`config.mk`:
```
export PLATFORM = sky130hd
export DESIGN_NAME = cpu_lockstep_checker_fifo
export DESIGN_NICKNAME = d
export VERILOG_FILES = /design/src/rtl/cpu_lockstep_checker_fifo.sv
export SDC_FILE = /design/constraint.sdc
export NUM_CORES = 1
export LEC_CHECK = 0
export CAP_MARGIN = 40
export CORE_MARGIN = 3
export CORE_UTILIZATION = 40
export DETAILED_ROUTE_END_ITERATION = 10
export PLACE_DENSITY = 0.66
export SYNTH_ARGS = -nofsm -noshare
export SYNTH_HDL_FRONTEND = slang
export SYNTH_SLANG_ARGS = --single-unit
```
`constraint.sdc`:
```
create_clock -name clk -period 22.6 [get_ports clk]
set_clock_uncertainty 0.1 [all_clocks]
set_input_delay 4.52 -clock clk [delete_from_list [all_inputs] [get_ports clk]]
set_output_delay 4.52 -clock clk [all_outputs]
set_load 0.1 [all_outputs]
```
`src/rtl/cpu_lockstep_checker_fifo.sv`:
```
// Skew FIFO holding commit records of one core until the other core catches up.
module cpu_lockstep_checker_fifo #(
   parameter int DEPTH = 8,
   parameter int WIDTH = 96
) (
   input  logic             clk,
   input  logic             rst,
   input  logic             flush,
   input  logic             push,
   input  logic             pop,
   input  logic [WIDTH-1:0] din,
   output logic             full,
   output logic             empty,
   output logic [WIDTH-1:0] head
);
   localparam int AW = $clog2(DEPTH);

   logic [WIDTH-1:0] mem_r [DEPTH];
   logic [AW:0]      wr_ptr_r;
   logic [AW:0]      rd_ptr_r;

   // Extra pointer MSB distinguishes full from empty when the indices coincide.
   assign empty = (wr_ptr_r == rd_ptr_r);
   assign full  = (wr_ptr_r[AW] != rd_ptr_r[AW]) && (wr_ptr_r[AW-1:0] == rd_ptr_r[AW-1:0]);
   assign head  = mem_r[rd_ptr_r[AW-1:0]];

   // Pointer update; flush discards all entries. Caller only pushes when space or a pop exists.
   always_ff @(posedge clk) begin
      if (rst || flush) begin
         wr_ptr_r <= '0;
         rd_ptr_r <= '0;
      end else begin
         if (push) wr_ptr_r <= wr_ptr_r + {{AW{1'b0}}, 1'b1};
         if (pop)  rd_ptr_r <= rd_ptr_r + {{AW{1'b0}}, 1'b1};
      end
   end

   // Storage write; a push into a full FIFO with a pop overwrites the slot just read.
   always_ff @(posedge clk) begin
      if (push) mem_r[wr_ptr_r[AW-1:0]] <= din;
   end

endmodule

```
==> flow_summary.ini <==
[outcome]
status = complete, no violations

[critical_path]
crit_type = flop to output pin
cp_max_fo = 48
cp_cell_sequence = buf_4 -> buf_4 -> buf_16 -> mux4_2 -> mux2_2 -> clkdlybuf4s50_1 -> buf_16
path_buf_inv = 5
worstPathRequired_ns = 17.98
cpMaxStageDelayCell = buf_4
cpPeakStageDelay_ns = 0.70
worstPathArrival_ns = 4.10
crit_family = buffers and inverters
startpoint_type = flop
end_kind = output pin

[clock_network]
tritoncts = done
cts_buffers = 80
clk_pin_slew_ns = 0.06
h-tree-depth = 3
clockBufferDepth = 3
post-cts-setup-buffer-count = 0
insertion_delay_ns = 0.60
cts_resized = 0
postCtsHoldBufs = 0
cts-root-buf = clkbuf_16
cts.sinks = 779

[sta]
min_period_ns = 8.72
fin_crit_sh = 0.386
setup_tns_ns = 0
slew_headroom = 0.317
hold_viol_final = 0
rsz0062_at_grt = no
slew_violations = 0
worstMarginPinSlew_ns = 1.02
finalSetupViolCount = 0
max_freq_mhz = 115

[cells_and_area]
finish.utilization = 0.514
multi_input_area_um2 = 5720
filler_cell_count = 5531
layout.nets = 1626
areaGrowthSynthToFinish_pct = 26.4
seq_area_um2 = 23300
drive_gt1_frac = 0.345

[die]
num_rows = 98
die-area_um2 = 76600
die-width_um = 277
core-area_um2 = 72100
pin_count = 199
start_util = 0.407
fp.dieH_um = 277

[synthesis]
syn_area_um2 = 29300
synth_common_cells = edfxtp_1, mux4_2, mux2_2, buf_6, clkbuf_1
synthTopCellsByArea = edfxtp_1, mux4_2, mux2_2
synth_top_cell_by_area = edfxtp_1
synth.most_common_cell = edfxtp_1
yosysWarnings = 0
synth_cells = 1168
synth_nets = 1271
avgSynthCellArea_um2 = 25.1
synth-seq-cells = 779
yosysSeqAreaShare = 0.794
synth-edff-count = 768
yosysUniqueCellTypes = 23
synthArstFlopShare = 0
ys.flop_type = edfxtp_1
synth_top_area_frac = 0.787

[detailed_routing]
drt_pass1_iterations = 5
wire_per_inst_um = 23.3
ant_nets = 0
wl_um = 59100
drc_errors = 0
drt_first_iter_violations = 1095
vias = 13300
vias_per_cell = 5.23

[pwr]
pwr-share-clk = 0.400
switching_share = 0.225
p_switching_w = 0.000726
peakVddDrop_mv = 0.0720
internal_power_w = 0.00250
seqPwrFrac = 0.500
p_comb_frac = 0.100
power_density_nw_per_um2 = 86.9
p_leak_nw = 11.6

[run]
cap_violations = 0

[global_route]
grt_pass1_wl_um = 91700
track_usage = 0.157
grt_pass1_vias = 14700
grt_max_degree = 105
grt-ovfl-total = 0
antenna_found_initial = 9

[min_path]
worstHoldPathType = flop to flop

[placement]
dp_hpwl_um = 33400
place.gp.congestion = 0.675
port_buffers = 198
[cells by family (layout without fill, tap and decap cells)]
family | count (synthesis) | in the layout | synth area share
DFF | 779 | 779 | 0.794
AOI/OAI and AO/OA | 2 | 2 | 0.000341
muxes | 290 | 290 | 0.185
xor gates and xnor gates | 9 | 9 | 0.00269
other | 0 | 4 | 0
and+or+nand+nor | 29 | 29 | 0.00444
buffers and inverters | 57 | 477 | 0.0126
adders and majority gates | 2 | 2 | 0.000853
[sequential cells by signal, summed over array words and instances, names as in the netlist, named ones only]
name / count
rd_ptr_r: 4
wr_ptr_r: 4
mem_r: 768
[layout make-up]
type                            instances  area share
Sequential cell                       779       0.629
Multi-Input combinational cell        332       0.154
Timing Repair Buffer                  330       0.114
Clock buffer                           95      0.0573
Tap cell                              950      0.0321
Clock inverter                         52      0.0130
Antenna cell                            4    0.000270
[stage by stage]
stage                     worst slack [ns]  area [um^2]  hold slack, ns  std cells  power (W)
final                                13.88        37100           0.407       2542    0.00322
after global placement               13.88        32400           0.403       2281    0.00190
after detailed placement             14.36        34400           0.409       2391    0.00197
after CTS                            13.68        37000           0.417       2538    0.00326
after floorplan                      10.70        29300           0.371       1168    0.00183
after global routing                 13.62        37100           0.440       2541    0.00333
[layout by cell type (no fill, tap or decap), types with 3 or more instances in the layout]
cell             instances
xor2_1                   3
buf_4                   21
xnor2_1                  6
buf_12                   3
mux2_2                  96
buf_8                   75
buf_16                  33
dfxtp_1                  8
edfxtp_1               768
nand2b_1                 3
nor2_4                   6
clkinv_1                19
bufinv_16                7
nor2_1                   9
clkbuf_1                12
mux4_2                 192
clkinvlp_4               6
clkinv_2                15
nand2_1                  4
dfxtp_4                  3
clkbuf_16               83
clkdlybuf4s50_1        198
diode_2                  4
[worst register-to-register path: cells and delay by family, from the launching register on]
kind	cells	cell delay (ns)
DFF	1	0.41
and+or+nand+nor	2	0.99
buffers and inverters	2	1.45
[layer usage]
layer / track usage / share of wire / vias to the layer above
li1: - / - / 5739
met1: 0.207 / 0.41 / 7120
met2: 0.264 / 0.52 / 308
met3: 0.0361 / 0.051 / 109
met4: 0.0435 / 0.021 / 12
met5: 0 / 0.0016 / -
[path summary, 6_finish.rpt]
check	end	start	slack (ns)	cells after the start
worst min register to register	wr_ptr_r[3]$_SDFFE_PP0P_	wr_ptr_r[3]$_SDFFE_PP0P_	0.41	2
worst max-delay path	head[43]	flop	13.88	7
worst min-delay path	wr_ptr_r[3]$_SDFFE_PP0P_	wr_ptr_r[3]$_SDFFE_PP0P_	0.41	2
worst max register to register	mem_r[6][14]$_DFFE_PP_	wr_ptr_r[1]$_SDFFE_PP0P_	19.17	4
[power by group through the flow]
| stage | sequential, W | clock (W) | combinational [W] |
|---|---|---|---|
| after floorplan | 0.00164 | 0 | 0.000184 |
| after global placement | 0.00164 | 0 | 0.000256 |
| after detailed placement | 0.00164 | 0 | 0.000326 |
| after CTS | 0.00161 | 0.00132 | 0.000327 |
| after global routing | 0.00161 | 0.00139 | 0.000337 |
| final | 0.00161 | 0.00129 | 0.000322 |
(Power assumes the default switching activity.)
